`config.mk`:
```
export PLATFORM = sky130hd
export DESIGN_NAME = snn_config_loader
export DESIGN_NICKNAME = d
export VERILOG_FILES = /design/src/rtl/snn_config_loader.sv
export SDC_FILE = /design/constraint.sdc
export NUM_CORES = 1
export LEC_CHECK = 0
export BUFFER_PORTS_ARGS = -buffer_cell sky130_fd_sc_hd__buf_2
export CORE_MARGIN = 2
export CORE_UTILIZATION = 35
export CTS_BUF_LIST = sky130_fd_sc_hd__clkbuf_4 sky130_fd_sc_hd__clkbuf_8
export DETAILED_ROUTE_END_ITERATION = 8
export GPL_ROUTABILITY_DRIVEN = 0
export PLACE_DENSITY = 0.59
export SYNTH_ARGS = -nofsm -noshare
export SYNTH_HDL_FRONTEND = slang
export SYNTH_SLANG_ARGS = --single-unit
```
`constraint.sdc`:
```
create_clock -name clk -period 2.75 [get_ports clk]
set_input_delay 0 -clock clk [delete_from_list [all_inputs] [get_ports clk]]
set_output_delay 0 -clock clk [all_outputs]
set_load 0.02 [all_outputs]
```
`src/rtl/snn_config_loader.sv`:
```
`default_nettype none
// ============================================================================
// snn_config_loader : byte-serial SNN weight/parameter loader, double-buffered
// Revision 1.0 - initial release
// ============================================================================
module snn_config_loader #(
  parameter int WEIGHT_BYTES = 27,
  parameter int PARAM_BYTES  = 12
) (
  input  logic                      clk,
  input  logic                      reset,
  input  logic                      enable,
  input  logic                      cfg_start,
  input  logic                      cfg_valid,
  input  logic [7:0]                cfg_data,
  output logic                      cfg_ready,
  output logic                      cfg_done,
  output logic                      net_enable,
  output logic [8*WEIGHT_BYTES-1:0] input_weights,
  output logic [8*PARAM_BYTES-1:0]  neuron_params
);

  localparam int         TOTAL = WEIGHT_BYTES + PARAM_BYTES;
  localparam logic [5:0] LAST  = 6'(TOTAL - 1);

  typedef enum logic [1:0] {
    IDLE   = 2'd0,
    LOAD   = 2'd1,
    COMMIT = 2'd2
  } state_t;

  state_t               state;
  logic [5:0]           cnt;
  logic [8*TOTAL-1:0]   shadow;

  always_ff @(posedge clk) begin
    if (reset) begin
      state         <= IDLE;
      cnt           <= '0;
      shadow        <= '0;
      input_weights <= '0;
      neuron_params <= '0;
      cfg_done      <= 1'b0;
    end else begin
      cfg_done <= 1'b0;
      unique case (state)
        IDLE: begin
          if (cfg_start) begin
            state <= LOAD;
            cnt   <= '0;
          end
        end
        LOAD: begin
          // A start inside a frame restarts it; that cycle's data is dropped.
          if (cfg_start) begin
            cnt <= '0;
          end else if (cfg_valid) begin
            for (int i = 0; i < TOTAL; i++) begin
              if (cnt == 6'(i)) begin
                shadow[8*(TOTAL-1-i) +: 8] <= cfg_data;
              end
            end
            if (cnt == LAST) begin
              cnt   <= '0;
              state <= COMMIT;
            end else begin
              cnt <= cnt + 6'd1;
            end
          end
        end
        COMMIT: begin
          // Only a completely written shadow is ever copied to the live buses.
          input_weights <= shadow[8*TOTAL-1 -: 8*WEIGHT_BYTES];
          neuron_params <= shadow[8*PARAM_BYTES-1:0];
          cfg_done      <= 1'b1;
          state         <= IDLE;
        end
        default: state <= IDLE;
      endcase
    end
  end

  assign cfg_ready  = (state == LOAD);
  assign net_enable = enable && (state == IDLE) && !cfg_done;

endmodule
`default_nettype wire
```
Yosys cells after proc, flatten, opt, wreduce, memory -nomap -nowiden
Index checks and enable logic that the tools add are counted.
W data, S select, Z words.
{"block": "classes", "magnitude_cmp": 0, "div": 0, "n_eq_ne": 45, "addsub": 1, "n_reduce_logical": 47, "n_shift": 0, "n_mul": 0, "n_bitwise": 1, "n_mux": 11}
{"op": "$reduce_and A4 Y1", "count": 40}
{"op": "$eq A6 B5 Y1 const B", "count": 16}
{"op": "$eq A6 B4 Y1 const B", "count": 8}
{"op": "$eq A6 B6 Y1 const B", "count": 7}
{"op": "$eq A6 B3 Y1 const B", "count": 4}
{"op": "$mux W6", "count": 4}
{"op": "$eq A6 B2 Y1 const B", "count": 2}
{"op": "$pmux W6 S2", "count": 1}
{"op": "$mux W2", "count": 4}
{"op": "$add A6 B1 Y6 const B", "count": 1}
{"op": "$eq A6 B1 Y1 const B", "count": 1}
{"op": "$logic_not A6 Y1", "count": 1}
{"op": "$ne A2 B2 Y1 const B", "count": 3}
{"op": "$pmux W2 S2", "count": 1}
{"op": "$ne A3 B3 Y1 const B", "count": 1}
{"op": "$reduce_and A3 Y1", "count": 1}
{"op": "$eq A2 B1 Y1 const B", "count": 1}
{"op": "$eq A2 B2 Y1 const B", "count": 1}
{"op": "$logic_and A1 B1 Y1", "count": 2}
{"op": "$logic_not A2 Y1", "count": 1}
{"op": "$ne A2 B1 Y1 const B", "count": 1}
{"op": "$reduce_bool A2 Y1", "count": 1}
{"op": "$logic_not A1 Y1", "count": 1}
{"op": "$mux W1", "count": 1}
{"op": "$not A1 Y1", "count": 1}
{"block": "totals", "regBits": 633, "input_bits": 13, "ramBits": 0, "n_memories": 0, "rom_bits": 0, "latchBits": 0, "word_cells": 149}

Depth between registers and ports, before layout
Gate-level depths: netlist (run 1).
{"block": "logic_depth", "depth_word": 5, "ltp_mapped": 7, "ltp_nobuf": 6}

Least setup slack after synthesis (run 1)
Ideal clock, no wire load.
{"block": "synth_timing", "path_type": "reg2reg", "start": "reg cnt[0]", "end": "reg shadow[53]", "n_path_buf": 1, "slack_ns": 1.074, "setup_ns": 0.128, "period_less_slack_ns": 1.676, "stages_incl_launch_ff": 8, "t_arrival_ns": 1.548, "path_cell_list": "dfxtp_1 -> inv_1 -> ha_1 -> nor3b_1 -> nand3_1 -> clkbuf_1 -> nand3b_1 -> o21ai_0"}
{"block": "synth_via", "elab_chain_cells": 2}
{"element": "from (decl)", "line": "33", "rtl": "logic [5:0] cnt;"}
{"element": "from (signal assigned)", "line": "67", "rtl": "cnt <= cnt + 6'd1;"}
{"element": "$eq A6 B6 Y1", "line": "59", "rtl": "if (cnt == 6'(i)) begin"}
{"element": "$reduce_and A4 Y1 (no line)"}
{"element": "to (signal, indexed assignment)", "line": "60", "rtl": "shadow[8*(TOTAL-1-i) +: 8] <= cfg_data;"}
{"element": "to (decl)", "line": "34", "rtl": "logic [8*TOTAL-1:0] shadow;"}
No other way between the ends.
A chain may end at the register's enable or synchronous reset.

Final worst setup path (run 1)
{"block": "layout_timing", "start": "reg state[0]", "end": "reg shadow[120]"}
{"block": "layout_via", "elab_chain_cells": 2}
{"element": "from (decl)", "line": "32", "rtl": "state_t state;"}
{"element": "from (signal assigned)", "line": "38", "rtl": "state <= IDLE;"}
{"element": "from (signal assigned)", "line": "49", "rtl": "state <= LOAD;"}
{"element": "from (signal assigned)", "line": "65", "rtl": "state <= COMMIT;"}
{"element": "$eq A2 B1 Y1", "line": "46", "rtl": "unique case (state)"}
{"element": "$reduce_and A4 Y1 (no line)"}
No other way between the ends.

==> flow_summary.toml, run 1 <==
[layout]
fin_area_um2 = 26700
final_cell_mix = "nand2_1 (675), dfxtp_1 (633), a21oi_1 (340)"
area_growth_pct = 19.9
post-route-util_pct = 42.3
seq_area_um2 = 12700
final_common_cell = "nand2_1"
multi_input_area_um2 = 8560
n_fill_cell = 6270
drive_gt1_share_pct = 19.6
nets = 2823

[detailed_routing]
wl_per_cell_um = 17.7
dr.pass1.iters = 7
routed_wl_mm = 66.1
drc = 0
ant_nets = 0
viasPerCell = 4.98
drtIter0Drc = 1258
num_vias = 18559

[timing]
slew-limit-headroom_pct = 34.9
slew_violations = 0
clock_skew_ns = 0.0263
whs_ns = 0.233
finalCritPeriodShare_pct = 91.4
fin_setup_tns_ns = 0
hold_viol_final = 0
worst_pin_slew_ns = 0.977
clock.fmax_ghz = 0.398
layout_min_cycle_time_ns = 2.51
setup_viol = 0
rsz0062_at_grt = "false"

[critical_path]
crit_path_cell_trace = "and4b_1 -> nand4_1 -> nand2_1 -> a21oi_1 -> dlygate4sd3_1"
worst_ep_required_time_ns = 3.33
cp-start-kind = "flip-flop"
crit_type = "flip-flop to flip-flop"
cpMaxStageDelayCell = "and4b_1"
critPathCaptureType = "flip-flop"
crit_arrival_ns = 3.09
cp_max_fo = 19
slowest_delay_ns = 0.66
cpLargestDelayFamily = "simple AND/OR/NAND/NOR gates"
crit_buf_inv = 1

[logic_synthesis]
async_flop_share_pct = 0
synth_flop_cell = "dfxtp_1"
ys_seq_area_share_pct = 57.0
synth_area_um2 = 22200
syn_inst = 2535
yosys_warnings = 0
synth_edf_count = 0
ys_seq_elements = 633
syn_area_per_cell_um2 = 8.77
ys_types = 37
syn_nets = 2552

[clocking]
cts_buffer_depth = 3
htree_num_levels = 3
cts.sinks = 633
insertion_delay_ns = 0.70
cts_root_buffer = "clkbuf_8"
post_cts_buffers = 0
cts_tree = "built"
path_clk_slew_ns = 0.06
numCtsBuffers = 103

[global_route]
grt_overflow = 0
antenna_found_initial = 4
grt_pass1_wl_mm = 102
grt_max_degree = 208
track_usage_pct = 19.5
first_global_vias = 17749

[power_and_ir_drop]
total_power_uw = 18100
powerDensity_nw_per_um2 = 678
leakage_uw = 0.00997
vdd_ir_drop_max_v = 0.000333

[floorplan]
num_rows = 92
io_pins = 328
fp.dieArea_um2 = 65600
die_w_um = 256
initial_core_util_pct = 35.3
fp.coreArea_um2 = 63000
die_h_um = 256

[min_path]
hp-class = "input pin to flip-flop"

[placed_design]
port_buffers = 327
hpwlAfterDp_mm = 41.4
placedInstanceArea_um2 = 24400

[run]
cap_violations = 0

[status]
status = "finished clean"
kinds of logic (layout without fill, tap and decap cells):
| family | Yosys count | count (layout) | share of synthesized area [%] |
|---|---|---|---|
| compound gates | 605 | 605 | 13.6 |
| xor+xnor | 4 | 4 | 0.158 |
| fa+ha+maj | 4 | 4 | 0.225 |
| buf+inv | 216 | 561 | 4.65 |
| flops | 633 | 633 | 57.0 |
| mux | 25 | 25 | 1.13 |
| other cells | 0 | 2 | 0 |
| simple gates | 1048 | 1048 | 23.2 |
worst register-to-register path, stage by stage (launching register included):
cell and delay (ns):
dfxtp_1 0.48, and4b_1 0.67, nand4_1 0.45, nand2_1 0.18, a21oi_1 0.07, dlygate4sd3_1 0.57
final cells by class:
type,instances,area share [%]
antenna,2,0.0188
clock buffer,165,7.51
clock inverter,14,0.540
inverter,2,0.0282
multi-input combinational,1686,32.1
sequential,633,47.5
tap,846,3.97
timing repair buffer,380,8.26
final timing paths:
check / slack, ns / endpoint / start / cells after the start
setup / recovery: 0.24 / shadow[120] / state[0] / 5
hold / removal: 0.23 / shadow[59] / cfg_data[3] / 4
setup reg to reg: 0.24 / shadow[120] / state[0] / 5
hold reg to reg: 0.44 / input_weights[160] / shadow[256] / 2
metal layers:
metal	global-route usage (%)	up-vias	wire (um)
li1	-	9057	-
met1	25.3	8860	29800
met4	8.27	4	2230
met2	31.7	501	30800
met5	0	-	27
met3	3.91	137	3210
power breakdown:
group | internal (uW) | switching (uW)
Clock | 4780 | 3690
Sequential | 9180 | 5.15
Combinational | 120 | 300
cell usage after synthesis (all sizes together) (2+ instances only):
| master | number | area (um2) |
|---|---|---|
| nand2 | 675 | 2530 |
| dfxtp | 633 | 12700 |
| a21oi | 340 | 1700 |
| nand3b | 264 | 1980 |
| o21ai | 264 | 1320 |
| clkbuf | 136 | 510 |
| buf | 78 | 515 |
| nor2 | 32 | 120 |
| nand3 | 30 | 150 |
| mux2i | 25 | 250 |
| nand4 | 10 | 68.8 |
| nand2b | 9 | 56.3 |
| nor3b | 6 | 45.0 |
| and4 | 4 | 40.0 |
| ha | 4 | 50.1 |
| xnor2 | 4 | 35.0 |
| and4bb | 3 | 41.3 |
| nor2b | 3 | 18.8 |
| nor4b | 3 | 41.3 |
| and2b | 2 | 15.0 |
| and3 | 2 | 12.5 |
| inv | 2 | 7.51 |
registers in the layout, summed over array words and instances (netlist names):
name / cells
cnt: 6
state: 2
cfg_done: 1
input_weights: 216
shadow: 312
neuron_params: 96
metrics by stage:
step | setup WS [ns] | instances
floorplan | 1.07 | 2535
global placement | 0.528 | 3534
detailed placement | 0.483 | 3534
CTS | 0.259 | 3726
global route | 0.0134 | 3727
finish | 0.236 | 3728
timing repair:
item | 4_1_cts | 5_1_grt
hold endpoints to repair | 68 | 0
setup endpoints to repair | 0 | 0
gates resized for setup | 0 | 0
hold buffers | 13 | 0
Power figures use the tool's default switching activity.
==> run 2, diff against run 1 <==
Settings changed: PLACE_DENSITY 0.59 to default.
==> run 2 against run 1 <==
Flip-flop and latch count stayed put. Critical path depth stayed put. Largest power group unchanged. Wire length is 0.15% higher. Highest routed layer unchanged. Hold slack worse by 0.0084 ns. Sequential power hardly changed. Final cell count is 0.24% higher. Clock power is 5.8% higher. Core utilization is 0.29 points higher. Die area stayed put. Fmax is 1.6% lower. Non-clock buffer count is 5 lower.
==> flow_summary.toml, run 2 (synthesized netlist as in run 1, its figures left out) <==
[detailed_routing]
viasPerCell = 4.99
drc = 0
wl_per_cell_um = 17.7
ant_nets = 0
num_vias = 18655
routed_wl_mm = 66.2
drtIter0Drc = 1446
dr.pass1.iters = 5

[global_route]
grt_use_met2_pct = 32.3
grt_pass1_wl_mm = 102
grt_max_degree = 221
first_global_vias = 17649
top_usage_layer = "met2"
track_usage_pct = 19.6
antenna_found_initial = 4
grt_overflow = 0
grt_util_met1_pct = 25.4
groute.layer.met3.usage_pct = 3.53

[power_and_ir_drop]
leakage_uw = 0.0100
vdd_ir_drop_max_v = 0.000322
powerDensity_nw_per_um2 = 692

[critical_path]
r2r_end = "shadow[128]"
rrSetupSlack_ns = 0.20
reg2reg_from = "state[0]"
r2r.worst_path.cells = 5
worst_ep_required_time_ns = 3.33
crit_type = "flip-flop to flip-flop"
cp_max_fo = 19
critPathCaptureType = "flip-flop"
crit_arrival_ns = 3.14
cp-start-kind = "flip-flop"

[min_path]
hold-path-endpoint = "shadow[120]"
hp-class = "input pin to flip-flop"
hold_path_depth = 4
worstHoldStart = "cfg_data[0]"

[layout]
n_fill_cell = 6236
finalNonFillerCells = 3737
largest_register = "shadow"
reg_top3 = "shadow (312), input_weights (216), neuron_params (96)"
area_growth_pct = 20.7
final_common_cell = "nand2_1"
largest_register_ffs = 312
nets = 2820
drive_gt1_share_pct = 19.8
final_cell_mix = "nand2_1 (675), dfxtp_1 (633), a21oi_1 (340)"

[timing]
clock.fmax_ghz = 0.392
clock_skew_ns = 0.0270
worst_pin_slew_ns = 1.01
finalCritPeriodShare_pct = 92.9
fin_setup_tns_ns = 0
setup_viol = 0
slew_violations = 0
slew-limit-headroom_pct = 32.6
layout_min_cycle_time_ns = 2.55
hold_viol_final = 0
rsz0062_at_grt = "false"

[clocking]
cts_buffer_depth = 3
cts_root_buffer = "clkbuf_8"
numCtsBuffers = 105
post_cts_buffers = 0
cts.sinks = 633
cts_tree = "built"
insertion_delay_ns = 0.70
htree_num_levels = 3
path_clk_slew_ns = 0.06

[placed_design]
hpwlAfterDp_mm = 41.0
post-place-cells = 3529
port_buffers = 327

[floorplan]
fp.dieArea_um2 = 65600
io_pins = 328
fp.coreArea_um2 = 63000
die_w_um = 256
num_rows = 92
die_h_um = 256
initial_core_util_pct = 35.3

[status]
status = "finished clean"

[run]
cap_violations = 0
-- run 2: layer usage --
layer	wire [um]	part of all wire, %
met5	13	0.020
met2	31200	47
met3	3610	5.5
met1	29400	44
met4	2010	3.0
-- run 2: timing repair --
item | in CTS | in global routing
hold buffers | 13 | 0
hold endpoints to repair | 66 | 0
gates resized for setup | 0 | 0
-- run 2: per-stage QoR --
stage / power [uW] / util, % / instance area, um2 / setup WS, ns / hold WS (ns)
after floorplan: 9610 / - / 22200 / 1.07 / 0.136
final: 18600 / 42.6 / 26800 / 0.196 / 0.225
after global routing: 19200 / 42.6 / 26800 / 0.105 / 0.186
after CTS: 18800 / 42.6 / 26800 / 0.285 / 0.163
after global placement: 9790 / 38.7 / 24400 / 0.448 / 0.327
after detailed placement: 9790 / 38.7 / 24400 / 0.358 / 0.351
-- run 2: final cells by class --
class / instances / area, um2 / share of cell area (%)
clock inverters: 28 / 246 / 0.919
repair buffers: 375 / 2190 / 8.16
inverters: 2 / 7.51 / 0.0280
flip-flops and latches: 633 / 12700 / 47.2
well taps: 846 / 1060 / 3.95
clock buffers: 163 / 2090 / 7.78
diodes: 4 / 10.0 / 0.0373
multi-input cells: 1686 / 8560 / 31.9
-- run 2: worst max-delay path by stage --
stage	start	cells after the start	slack (ns)	end
after global placement	cnt[1]	5	0.45	shadow[26]
after floorplan	cnt[0]	7	1.07	shadow[53]
after global routing	cnt[1]	5	0.11	shadow[31]
after CTS	state[0]	5	0.28	shadow[128]
after detailed placement	cnt[1]	5	0.36	shadow[31]
final	state[0]	5	0.20	shadow[128]
-- run 2: report_power, final --
| part | total [uW] | switching [uW] | internal, uW | leakage (uW) |
|---|---|---|---|---|
| Combinational | 422 | 302 | 120 | 0.00370 |
| Clock | 8960 | 3840 | 5120 | 0.00123 |
| Sequential | 9180 | 5.24 | 9180 | 0.00510 |
| Total | 18600 | 4140 | 14400 | 0.0100 |
-- run 2: worst max-delay path, cell delays in order, from the launching register on --
cell and delay [ns]:
dfxtp_1 0.49, and4b_1 0.68, nand4_1 0.45, nand2_1 0.18
a21oi_1 0.07, dlygate4sd3_1 0.57
==> run 3, diff against run 2 <==
Clock period 2.75 ns to 2.74 ns, I/O delays scaled along.
==> run 3 against run 2 <==
Worst setup slack gained 0.068 ns. First-iteration DRC count shrank 1.8%. Global-route usage is essentially flat. Via count shrank 0.72%. Final cell count grew 0.19%. Clock power grew 9.8%. Design area grew 0.93%. Critical path depth shrank 1. Critical endpoint is now input_weights[25]. Largest power group is now the clock network.
==> flow_summary.toml, run 3 (synthesized netlist as in run 1, its figures left out) <==
[layout]
n_fill_cell = 6227
final_common_cell = "nand2_1"
drive_gt1_share_pct = 20.0
largest_register = "shadow"
largest_register_ffs = 312
nets = 2822
reg_top3 = "shadow (312), input_weights (216), neuron_params (96)"
area_growth_pct = 21.8
finalNonFillerCells = 3744
final_cell_mix = "nand2_1 (675), dfxtp_1 (633), a21oi_1 (340)"

[global_route]
grt_use_met2_pct = 32.3
top_usage_layer = "met2"
grt_overflow = 0
antenna_found_initial = 3
groute.layer.met3.usage_pct = 3.78
first_global_vias = 17554
track_usage_pct = 19.5
grt_max_degree = 189
grt_util_met1_pct = 25.5
grt_pass1_wl_mm = 101

[status]
status = "finished clean"

[critical_path]
rrSetupSlack_ns = 0.26
slowest_delay_ns = 0.74
r2r.worst_path.cells = 4
crit_type = "flip-flop to flip-flop"
critPathCaptureType = "flip-flop"
worst_ep_required_time_ns = 3.28
cp_max_fo = 166
crit_path_cell_trace = "nand2b_4 -> buf_12 -> nand2_1 -> a21oi_1"
cpMaxStageDelayCell = "dfxtp_1"
crit_arrival_ns = 3.01
cp-start-kind = "flip-flop"
r2r_end = "input_weights[25]"
reg2reg_from = "state[1]"

[floorplan]
fp.dieArea_um2 = 65600
initial_core_util_pct = 35.3
io_pins = 328
num_rows = 92
fp.coreArea_um2 = 63000
die_w_um = 256
die_h_um = 256

[power_and_ir_drop]
powerDensity_nw_per_um2 = 719
combinationalPowerShare_pct = 2.2
p_clk_share_pct = 50.5
intPower_uw = 15300
vdd_ir_drop_max_v = 0.000476
seq_power_share_pct = 47.3
p_sw_uw = 4190
swShare_pct = 21.5
leakage_uw = 0.0102

[detailed_routing]
ant_nets = 0
wl_per_cell_um = 17.6
viasPerCell = 4.95
drtIter0Drc = 1420
drc = 0
routed_wl_mm = 65.8
num_vias = 18520
dr.pass1.iters = 9

[timing]
hold_viol_final = 0
rsz0062_at_grt = "false"
finalCritPeriodShare_pct = 90.4
slew_violations = 0
fin_setup_tns_ns = 0
layout_min_cycle_time_ns = 2.48
setup_viol = 0
worst_pin_slew_ns = 1.07
clock.fmax_ghz = 0.404
slew-limit-headroom_pct = 28.5
clock_skew_ns = 0.0202

[run]
cap_violations = 0

[min_path]
hold-path-endpoint = "shadow[58]"
worstHoldStart = "cfg_data[2]"
hp-class = "input pin to flip-flop"
hold_path_depth = 4

[clocking]
cts_root_buffer = "clkbuf_8"
insertion_delay_ns = 0.71
htree_num_levels = 3
cts_buffer_depth = 3
cts.sinks = 633
numCtsBuffers = 106
path_clk_slew_ns = 0.06
cts_resized = 0
cts_tree = "built"

[placed_design]
post-place-cells = 3531
hpwlAfterDp_mm = 41.1
port_buffers = 327
## run 3: cell count changes in the layout (fill, tap and decap cells not counted), moves of 2 or more
cell        before  now
inv_6            1    4
clkbuf_8       138  140
clkinvlp_4       6    2
buf_4           23   25
clkbuf_4        25   31
bufinv_16        3   10
clkinv_2        16    8
## run 3: worst max-delay path by stage
stage                        start                 to  slack, ns  depth (start not counted)
after floorplan             cnt[0]         shadow[53]       1.06                          7
final                     state[1]  input_weights[25]       0.26                          4
after global placement      cnt[0]         shadow[26]       0.43                          5
after global routing        cnt[0]         shadow[29]       0.12                          5
after detailed placement    cnt[0]        shadow[156]       0.29                          5
after CTS                   cnt[0]        shadow[156]       0.26                          5
## run 3: layer usage
layer,part of all wire (%),vias to the layer above
li1,-,9063
met1,44,8845
met2,47,512
met3,5.5,98
met4,2.5,2
met5,0.020,-
## run 3: what timing repair did
item | 4_1_cts | 5_1_grt
endpoints found under the hold margin | 130 | 0
setup endpoints to repair | 0 | 0
hold buffers | 12 | 0
setup buffers | 0 | 0
## run 3: power groups by stage
stage / Sequential, uW / Combinational, uW / Clock, uW
floorplan: 9420 / 230 / 0
global placement: 9420 / 409 / 0
detailed placement: 9420 / 411 / 0
CTS: 9210 / 426 / 10100
global route: 9210 / 451 / 10500
finish: 9220 / 422 / 9840
## run 3: area by class of cell
| class | count | area [um2] | area share [%] |
|---|---|---|---|
| sequential | 633 | 12700 | 46.8 |
| multi-input combinational | 1686 | 8560 | 31.6 |
| timing repair buffer | 376 | 2190 | 8.10 |
| clock buffer | 171 | 2160 | 7.97 |
| tap | 846 | 1060 | 3.91 |
| clock inverter | 26 | 418 | 1.54 |
| antenna | 4 | 10.0 | 0.0370 |
| inverter | 2 | 7.51 | 0.0277 |
## run 3: through the flow
stage               util (%)  setup WS, ns  hold slack [ns]  total power (uW)  cell area [um2]
floorplan                  -          1.06            0.136              9650            22200
global placement        38.7         0.434            0.335              9830            24400
detailed placement      38.7         0.289            0.348              9830            24400
CTS                     43.0         0.258            0.143             19700            27100
global route            43.0         0.120            0.198             20200            27100
finish                  43.0         0.264            0.238             19500            27100
## run 3: critical path: cells and delay by family (launching register included)
kind	cells	cell delay, ns
AOI/OAI and AO/OA	1	0.09
buffers and inverters	1	0.33
DFF	1	0.74
and+or+nand+nor	2	0.74
